[config.mk]
export PLATFORM = sky130hd
export DESIGN_NAME = stream_pattern_source
export DESIGN_NICKNAME = d
export VERILOG_FILES = /design/src/rtl/stream_pattern_source_pkg.sv /design/src/rtl/lfsr16.sv /design/src/rtl/stream_pattern_source.sv
export SDC_FILE = /design/constraint.sdc
export NUM_CORES = 1
export LEC_CHECK = 0
export ABC_AREA = 1
export CELL_PAD_IN_SITES_DETAIL_PLACEMENT = 0
export CELL_PAD_IN_SITES_GLOBAL_PLACEMENT = 1
export CORE_MARGIN = 4
export CORE_UTILIZATION = 43
export CTS_CLUSTER_DIAMETER = 120
export DETAILED_ROUTE_END_ITERATION = 7
export PLACE_DENSITY_LB_ADDON = 0.1
export SLEW_MARGIN = 20
export SYNTH_ARGS = -nofsm -noshare
export SYNTH_HDL_FRONTEND = slang
export SYNTH_HIERARCHICAL = 1
export SYNTH_SLANG_ARGS = --single-unit
export TNS_END_PERCENT = 1
[constraint.sdc]
create_clock -name CLK -period 3.6 [get_ports CLK]
set_clock_uncertainty 0.15 [all_clocks]
set_input_delay 0.72 -clock CLK [delete_from_list [all_inputs] [get_ports CLK]]
set_output_delay 0.72 -clock CLK [all_outputs]
set_load 0.02 [all_outputs]
[src/rtl/stream_pattern_source_pkg.sv]
// Shared definitions for the pattern source: FSM encoding, LFSR geometry and
// the throttle slot test.
package stream_pattern_source_pkg;

  typedef enum logic [1:0] {
    ST_IDLE = 2'd0,
    ST_RUN  = 2'd1,
    ST_DONE = 2'd2
  } state_t;

  localparam int LFSR_W = 16;
  // Fibonacci taps 16,14,13,11 expressed on a right-shifting register (bits 0,2,3,5)
  localparam logic [LFSR_W-1:0] LFSR_TAPS = 16'h002D;

  function automatic logic slot_open(input logic [2:0] rnd, input logic [2:0] thr);
    return rnd >= thr;
  endfunction

endpackage

[src/rtl/lfsr16.sv]
// 16-bit Fibonacci LFSR with synchronous active-low reset to SEED; steps only
// when EN_STEP is high so callers can freeze it outside their active window.
module lfsr16
  import stream_pattern_source_pkg::*;
(
  input  logic              CLK,
  input  logic              RST,
  input  logic              EN_STEP,
  input  logic [LFSR_W-1:0] SEED,
  output logic [LFSR_W-1:0] Q
);

  logic fb;

  assign fb = ^(Q & LFSR_TAPS);

  always_ff @(posedge CLK) begin
    if (!RST) Q <= SEED;
    else if (EN_STEP) Q <= {fb, Q[LFSR_W-1:1]};
  end

endmodule

[src/rtl/stream_pattern_source.sv]
// Valid/ready word source: emits START + idx*STEP for NUM_WORDS words after EN,
// with LFSR-driven valid gaps controlled by THROTTLE.
//
// state   | meaning
// IDLE    | waiting for EN, outputs at reset values
// RUN     | streaming words, LFSR stepping every cycle
// DONE    | all words handshaken, O_DONE sticky until reset
module stream_pattern_source
  import stream_pattern_source_pkg::*;
#(
  parameter int                WIDTH     = 32,
  parameter int                NUM_WORDS = 16,
  parameter logic [WIDTH-1:0]  START     = '0,
  parameter logic [WIDTH-1:0]  STEP      = WIDTH'(1),
  parameter int                THROTTLE  = 0,
  parameter logic [LFSR_W-1:0] SEED      = 16'hACE1
) (
  input  logic             CLK,
  input  logic             RST,
  input  logic             EN,
  input  logic             I_READY,
  output logic             O_VALID,
  output logic [WIDTH-1:0] O_DATA,
  output logic             O_LAST,
  output logic             O_DONE,
  output logic [31:0]      O_COUNT
);

  if (NUM_WORDS < 1 || SEED == '0) begin : g_param_check
    $error("stream_pattern_source: NUM_WORDS must be >= 1 and SEED nonzero");
  end

  localparam logic [31:0] LAST_IDX = 32'(NUM_WORDS - 1);
  localparam logic [2:0]  THR3     = 3'(THROTTLE);

  state_t             state, state_nxt;
  logic [31:0]        idx, idx_nxt;
  logic [31:0]        count_nxt;
  logic [WIDTH-1:0]   data_nxt;
  logic               valid_nxt, last_nxt, done_nxt;
  logic               hs;
  logic [LFSR_W-1:0]  lfsr_q;
  logic               unused_lfsr_hi;

  assign unused_lfsr_hi = ^lfsr_q[LFSR_W-1:3];
  assign hs = O_VALID & I_READY;

  lfsr16 u_lfsr (
    .CLK     (CLK),
    .RST     (RST),
    .EN_STEP (state == ST_RUN),
    .SEED    (SEED),
    .Q       (lfsr_q)
  );

  always_ff @(posedge CLK) begin
    if (!RST) begin
      state   <= ST_IDLE;
      idx     <= '0;
      O_VALID <= 1'b0;
      O_DATA  <= START;
      O_LAST  <= 1'b0;
      O_DONE  <= 1'b0;
      O_COUNT <= '0;
    end else begin
      state   <= state_nxt;
      idx     <= idx_nxt;
      O_VALID <= valid_nxt;
      O_DATA  <= data_nxt;
      O_LAST  <= last_nxt;
      O_DONE  <= done_nxt;
      O_COUNT <= count_nxt;
    end
  end

  always_comb begin
    state_nxt = state;
    idx_nxt   = idx;
    data_nxt  = O_DATA;
    count_nxt = O_COUNT;
    valid_nxt = O_VALID;
    last_nxt  = O_LAST;
    done_nxt  = O_DONE;
    case (state)
      ST_IDLE: begin
        if (EN) state_nxt = ST_RUN;
      end
      ST_RUN: begin
        if (hs) begin
          idx_nxt   = idx + 32'd1;
          data_nxt  = O_DATA + STEP;
          count_nxt = O_COUNT + 32'd1;
        end
        if (hs && idx == LAST_IDX) begin
          state_nxt = ST_DONE;
          valid_nxt = 1'b0;
          last_nxt  = 1'b0;
          done_nxt  = 1'b1;
        end else if (!O_VALID || hs) begin
          // a free slot (nothing pending, or just accepted) may be refilled at once
          valid_nxt = EN && slot_open(lfsr_q[2:0], THR3);
          last_nxt  = valid_nxt && (idx_nxt == LAST_IDX);
        end
      end
      ST_DONE: begin
        valid_nxt = 1'b0;
        last_nxt  = 1'b0;
        done_nxt  = 1'b1;
      end
      default: state_nxt = ST_IDLE;
    endcase
  end

endmodule
## Yosys cells after proc, flatten, opt, wreduce, memory -nomap -nowiden

Cells that the tools add are included.

- Add/subtract/negate cells: 3
- Multipliers: 0
- Div/mod/pow operators: 0
- Order comparisons: 1
- Eq/ne operators: 7
- Shifts and indexed selects: 0
- Mux-type cells: 13
- Bitwise gates (word level): 2
- Reductions and logical operators: 12

Operators by type and width:

| operator | number |
|---|---|
| 32-bit by 1-bit adder with 32-bit output, second input constant | 3 |
| 32-bit by 4-bit equality test with 1-bit output, second input constant | 2 |
| 32-bit 2-to-1 mux | 2 |
| 16-bit XOR reduction | 1 |
| 1-bit case mux with 2 select lines | 3 |
| 2-bit case mux with 3 select lines | 1 |
| 2-bit AND reduction | 3 |
| 1-bit 2-to-1 mux | 5 |
| 2-bit 2-to-1 mux | 2 |
| 2-bit != test, second input constant | 2 |
| 3-bit by 1-bit greater-or-equal comparator with 1-bit output, second input constant | 1 |
| 1-bit logical AND | 3 |
| 3-bit != test, second input constant | 1 |
| 3-bit AND reduction | 1 |
| 2-bit by 1-bit equality test with 1-bit output, second input constant | 1 |
| 2-bit equality test, second input constant | 1 |
| 2-bit zero test | 1 |
| 2-bit nonzero test | 1 |
| 1-bit AND | 1 |
| 1-bit zero test | 1 |
| 1-bit logical OR | 1 |
| 1-bit NOT | 1 |

- Register bits after elaboration: 117
- Latch bits: 0
- Memory bits (writable): 0
- Bits in read-only memories: 0
- Input port bits: 4
- Output and inout port bits: 67
- Logic and storage cells: 46
- Memories: 0

## Longest topological paths before layout

Gate-level depths: netlist of run 1.

- Depth in word-level cells: 8
- Mapped depth: 15
- Gate-level depth less buffers: 15

## Least setup slack after synthesis of run 1

No wires, ideal clock.

- Path kind: input to register
- Start point: in I_READY
- End point: reg O_COUNT[28]
- Setup time: 0.116 ns
- Arrival time: 1.878 ns
- Data required time: 3.334 ns
- Path slack: 1.456 ns
- Cell stages on the path: 11
- Path buffers: 0
- Cell sequence: nand2_4 > nor2_4 > nand2_2 > nor2_4 > nand3_2 > nor2_4 > nand3_4 > nor2_4 > nand4_1 > o21ai_0 > nor2_1

- Longest elaborated chain between the ends: 2

Ends and longest elaborated chain:

| element | RTL line | source |
|---|---|---|
| start, declared | stream_pattern_source.sv:21 | `input logic I_READY,` |
| 1-bit AND | stream_pattern_source.sv:46 | `assign hs = O_VALID & I_READY;` |
| 2-bit AND reduction (no source line) | -- |  |
| end signal, assigned | stream_pattern_source.sv:72 | `O_COUNT <= count_nxt;` |
| end, declared | stream_pattern_source.sv:26 | `output logic [31:0] O_COUNT` |

Every way passes these cells.
A chain may end at the register's enable or synchronous reset.

## Final worst setup path of run 1

- Start point: in I_READY
- End point: reg O_DATA[26]

- Longest elaborated chain between the ends: 2

Ends and longest elaborated chain:

| element | RTL line | source |
|---|---|---|
| 1-bit AND | stream_pattern_source.sv:46 |  |
| 2-bit AND reduction (no source line) | -- |  |
| end signal, assigned | stream_pattern_source.sv:69 | `O_DATA <= data_nxt;` |
| end, declared | stream_pattern_source.sv:23 | `output logic [WIDTH-1:0] O_DATA,` |

Every way passes these cells.

==> metrics.log, run 1 <==
INFO  metric start_kind = primary input
INFO  metric dominant_combinational_cell_family_by_area_after_synthesis = simple AND/OR/NAND/NOR gates
INFO  metric io_pins = 71
INFO  metric ctsRootBufferMaster = clkbuf_16
INFO  metric dpl.cell_count = 1127
INFO  metric clk_sink_count = 101
INFO  metric yosys.area_share.simple = 0.345
INFO  metric post-place-ws = 423 ps
INFO  metric post_synth_xor_area_fraction = 0.0182
INFO  metric cts_buffers = 9
INFO  metric cts_max_path_buffers = 2
INFO  metric post-route-worst-setup-slack = 731 ps
INFO  metric worst_ep_required_time = 3700 ps
INFO  metric synth.avg_cell_area = 6.42 um^2
INFO  metric hold_path_class = reg -> reg
INFO  metric fin_worst_hold_slack = 319 ps
INFO  metric finish.utilization = 0.526
INFO  metric routed-via-count = 5824
INFO  metric antenna_found_initial = 0
INFO  metric peakVddDrop = 231 uV
INFO  metric outcome = completed
INFO  metric final-instance-count-excl-fill = 1143
INFO  metric synth_fp_nets = 908
INFO  metric powerDensity = 492 nW/um^2
INFO  metric detail_route.wirelength = 15.9 mm
INFO  metric post_synth_mux_area_share = 0
INFO  metric synthesis.yosys.warnings = 6
INFO  metric grt_max_degree = 61
INFO  metric port_buffers = 70
INFO  metric grt-ovfl-total = 0
INFO  metric synth.top_cells.by_area = dfxtp_1 (35%), nand2_1 (11%), inv_1 (10%), nor2_1 (6.8%), a21oi_1 (6.4%)
INFO  metric synth_area = 5760 um^2
INFO  metric fin_nets = 973
INFO  metric core_region_area = 13200 um^2
INFO  metric synth-seq-cells = 101
INFO  metric drcViolationCount = 0
INFO  metric sequential_cell_area = 2020 um^2
INFO  metric synth_seq_area_share = 0.351
INFO  metric met3_length = 671 um
INFO  metric postCtsHoldBufs = 0
INFO  metric design_power_total = 3.42 mW
INFO  metric finalHoldViolCount = 0
INFO  metric initial_drc_count = 517
INFO  metric clkLatencyLatePin = 360 ps
INFO  metric n_antenna_cell = 0
INFO  metric tns = 0 ps
INFO  metric rsz0062_at_grt = false
INFO  metric proportion_of_layout_cells_with_a_drive_suffix_above_1 = 0.0455
INFO  metric final_design_area_no_fill = 6930 um^2
INFO  metric p_leak = 2.66 nW
INFO  metric multi_input_area = 3040 um^2
INFO  metric critPathArrivalTime = 2970 ps
INFO  metric num_rows = 42
INFO  metric floorplan.die.height = 124 um
INFO  metric clock.fmax = 0.349 GHz
INFO  metric die_area = 15300 um^2
INFO  metric grt_pass1_wl = 26.3 mm
INFO  metric starting_density = 0.437
INFO  metric compound_gate_portion_of_the_synthesized_area = 0.149
INFO  metric drt-met1-wl = 7.79 mm
INFO  metric drt_pre_antenna_iters = 5
INFO  metric area_growth = 20.4%
INFO  metric globalRouteTotalUtil = 0.215
INFO  metric synth_cell_type_count = 37
INFO  metric layout_min_cycle_time = 2870 ps
INFO  metric dr.max_layer_used = met4
INFO  metric maxCapViolCount = 0
INFO  metric fp.dieW = 124 um
INFO  metric number_of_global_route_vias_before_repair = 5522
INFO  metric worst_setup_path_end_kind = flip-flop
INFO  metric synthesis.instances = 897
INFO  metric clk_pin_slew_worst_paths = 70 ps
INFO  metric timing.final.crit_share = 0.797
INFO  metric htreeDepth = 3
INFO  metric wl_per_cell = 13.9 um
INFO  metric nFillCells = 1356
INFO  metric timing_worst_setup_path_type = in -> reg
INFO  metric max-slew-margin-rel = 0.489
INFO  metric gates_resized_cts_repair = 0
INFO  metric setup_viol_count_final = 0
INFO  metric final_antenna_net_count = 0
INFO  metric met2RoutedLength = 7.01 mm
INFO  metric dp_hpwl = 11.8 mm
INFO  metric worst_slew_pin_slew = 765 ps
INFO  metric detailed_place.area = 6640 um^2
INFO  metric post-synth-top-area-fraction = 0.351
INFO  metric place_congestion = 0.920
INFO  metric synth_top_area_cell = dfxtp_1
INFO  metric largest_fanout_on_the_critical_path = 9
INFO  metric postCtsSetupBuffers = 0
INFO  metric synth-adder-area-share = 0.0152
INFO  metric tritoncts = yes
INFO  metric maxSlewViolCount = 0
INFO  metric viasPerCell = 5.10
==> cell type report <==
type                    instances  share of cell area
clock buffers                  12              0.0341
clock inverters                 4             0.00812
inverters                     163              0.0882
multi-input cells             612               0.439
flip-flops and latches        101               0.292
well taps                     176              0.0318
repair buffers                 75               0.108
==> path summary, 6_finish.rpt <==
check               from          end  slack [ps]  depth (start not counted)
max              I_READY   O_DATA[26]         730                         12
min          O_COUNT[31]  O_COUNT[31]         320                          2
max reg2reg     state[1]   O_DATA[26]        1150                         13
min reg2reg  O_COUNT[31]  O_COUNT[31]         320                          2
==> flip-flops by register name, indices dropped and copies added, names as in the netlist <==
name / cells
O_COUNT: 32
idx: 32
O_VALID: 1
state: 2
O_LAST: 1
O_DATA: 32
O_DONE: 1
==> cells by family (layout without fill, tap and decap cells) <==
kind of cell | Yosys count | after routing
flip-flops | 101 | 101
buffers and inverters | 184 | 254
XOR/XNOR | 12 | 12
AND/OR/NAND/NOR | 432 | 432
AO/OA/AOI/OAI | 161 | 161
adder cells (fa/ha/maj) | 7 | 7
==> critical path, stage by stage <==
cell,delay (ps)
clkdlybuf4s50_1,600
nand2_4,140
nor2_4,240
nand2_1,140
nor2_2,160
nand4_1,140
inv_1,120
nand3_1,130
nor3_2,260
inv_1,100
o21ai_1,140
a21oi_1,50
==> layer usage <==
metal,vias to the layer above,track usage
met2,141,0.337
met3,29,0.0500
met5,-,0
li1,3033,-
met4,0,0.0789
met1,2621,0.288
==> where the power goes <==
part	total (mW)	internal (mW)	leakage [nW]	switching [mW]
Sequential	1.47	1.27	0.819	0.193
Combinational	0.946	0.327	1.70	0.619
Clock	1.00	0.546	0.141	0.458
==> cells in the mapped netlist (all sizes together) <==
master and instances:
o21bai 2, nor3 33, nor4 10, and3 1, nor2 116, dfxtp 101, a31oi 1, a211oi 4
ha 7, a21oi 74, nor3b 1, nand3 66, nand4 26, nand3b 4, o211ai 8, o21ai 66
o21a 5, xor2 8, inv 163, o221a 1, and2 1, buf 5, xnor2 4, nand2 174
clkbuf 16
==> cells in the final DEF, fill, tap and decap left out, types with 7 or more instances in the layout <==
cell type	count
a21oi_1	74
clkbuf_16	9
clkdlybuf4s50_1	69
dfxtp_1	101
ha_1	7
inv_1	161
nand2_1	172
nand3_1	61
nand4_1	25
nor2_1	104
nor3_1	32
nor4_1	9
o211ai_1	8
o21ai_0	63
xor2_1	8
No activity file was read; power rests on OpenSTA's default activity.
==> run 2, diff against run 1 <==
CORE_UTILIZATION = 39   (was 43)
clock period = 2.79 ns   (was 3.6 ns; I/O delays follow)
==> metrics.log, run 2 (synthesized netlist as in run 1, its figures left out) <==
INFO  metric outcome = completed
INFO  metric grt-busiest-layer = met2
INFO  metric groute.layer.met3.usage = 0.0462
INFO  metric nFillCells = 1511
INFO  metric worst_setup_path_end_kind = flip-flop
INFO  metric hold_path_class = reg -> reg
INFO  metric place_congestion = 0.875
INFO  metric clk_sink_count = 101
INFO  metric internal_reg_to_reg_setup_slack = 470 ps
INFO  metric max-slew-margin-rel = 0.589
INFO  metric grt_max_degree = 61
INFO  metric tns = 0 ps
INFO  metric routing_usage_on_met1 = 0.266
INFO  metric cts_buffers = 9
INFO  metric timing.final.crit_share = 0.872
INFO  metric grt_pass1_wl = 27.1 mm
INFO  metric die_area = 16800 um^2
INFO  metric clock.fmax = 0.411 GHz
INFO  metric layout_min_cycle_time = 2430 ps
INFO  metric largest_fanout_on_the_critical_path = 5
INFO  metric wl_per_cell = 14.0 um
INFO  metric peakVddDrop = 321 uV
INFO  metric grt-ovfl-total = 0
INFO  metric worst_slew_pin_slew = 616 ps
INFO  metric n_antenna_cell = 0
INFO  metric critPathArrivalTime = 2560 ps
INFO  metric dp_hpwl = 12.1 mm
INFO  metric initial_drc_count = 326
INFO  metric routed-via-count = 5838
INFO  metric worst_ep_required_time = 2920 ps
INFO  metric maxCapViolCount = 0
INFO  metric post-route-worst-setup-slack = 358 ps
INFO  metric floorplan.die.height = 130 um
INFO  metric post-place-ws = 4.56 ps
INFO  metric globalRouteTotalUtil = 0.199
INFO  metric setup_viol_count_final = 0
INFO  metric number_of_global_route_vias_before_repair = 5681
INFO  metric drcViolationCount = 0
INFO  metric tritoncts = yes
INFO  metric finalHoldViolCount = 0
INFO  metric clkLatencyLatePin = 350 ps
INFO  metric ctsRootBufferMaster = clkbuf_16
INFO  metric port_buffers = 70
INFO  metric core_region_area = 14500 um^2
INFO  metric viasPerCell = 5.02
INFO  metric cts_max_path_buffers = 2
INFO  metric gates_resized_cts_repair = 0
INFO  metric drt_pre_antenna_iters = 5
INFO  metric final_cell_mix = nand2_1 (172), inv_1 (161), nor2_1 (104)
INFO  metric timing_worst_setup_path_type = in -> reg
INFO  metric clk_pin_slew_worst_paths = 70 ps
INFO  metric reg.largest.list = O_COUNT x32, O_DATA x32, idx x32
INFO  metric met2_global_route_usage = 0.325
INFO  metric final_antenna_net_count = 0
INFO  metric rsz0062_at_grt = false
INFO  metric detail_route.wirelength = 16.2 mm
INFO  metric p_leak = 2.73 nW
INFO  metric layout.cells.most_common = nand2_1
INFO  metric fin_nets = 986
INFO  metric postCtsHoldBufs = 0
INFO  metric postCtsSetupBuffers = 0
INFO  metric proportion_of_layout_cells_with_a_drive_suffix_above_1 = 0.0592
INFO  metric area_growth = 22.4%
INFO  metric maxSlewViolCount = 0
INFO  metric start_kind = primary input
INFO  metric powerDensity = 629 nW/um^2
INFO  metric htreeDepth = 3
INFO  metric fp.dieW = 130 um
INFO  metric io_pins = 71
INFO  metric antenna_found_initial = 0
INFO  metric starting_density = 0.398
INFO  metric num_rows = 44
[run 2: critical path, stage by stage]
cell             delay, ps
clkdlybuf4s50_1        540
nand2_4                100
buf_4                  180
nor2_1                 140
inv_1                   70
nor2_1                 210
nand3_1                110
nand2_1                 80
nand2_1                 60
inv_1                   80
nand2_1                 50
nor2_1                  80
nand2_1                 60
nor2_1                  80
nand2_1                 50
a21oi_1                120
[run 2: where the power goes]
group	switching (mW)	internal (mW)	total [mW]
Clock	0.581	0.725	1.31
Combinational	0.802	0.432	1.23
Sequential	0.251	1.64	1.89
Total	1.63	2.80	4.43
[run 2: final cells by class]
cell class / count / area [um^2] / share of cell area
Clock buffer: 11 / 243 / 0.0344
Inverter: 163 / 612 / 0.0868
Sequential cell: 101 / 2020 / 0.287
Multi-Input combinational cell: 612 / 3040 / 0.432
Clock inverter: 4 / 56.3 / 0.00799
Timing Repair Buffer: 88 / 843 / 0.120
Tap cell: 184 / 230 / 0.0327
[run 2: metrics by stage]
stage / power (mW) / utilization / hold slack [ps] / cells / instance area, um^2
final: 4.43 / 0.487 / 323 / 1163 / 7050
after global routing: 4.77 / 0.487 / 349 / 1163 / 7050
after CTS: 4.48 / 0.487 / 326 / 1163 / 7050
after detailed placement: 3.16 / 0.466 / 312 / 1148 / 6750
after global placement: 3.15 / 0.466 / 303 / 1148 / 6750
after floorplan: 2.76 / - / 304 / 897 / 5760
[run 2: path summary, 6_finish.rpt]
| path | start | cells past startpoint | end |
|---|---|---|---|
| max | I_READY | 16 | O_LAST |
| min reg2reg | O_COUNT[31] | 2 | O_COUNT[31] |
| max reg2reg | idx[1] | 13 | O_LAST |
| min | O_COUNT[31] | 2 | O_COUNT[31] |
[run 2: layer usage]
metal	up-vias	routed length, um	part of all wire
met4	0	261	0.016
li1	3055	-	-
met2	133	7510	0.46
met1	2632	7770	0.48
met3	18	695	0.043
met5	-	0	0
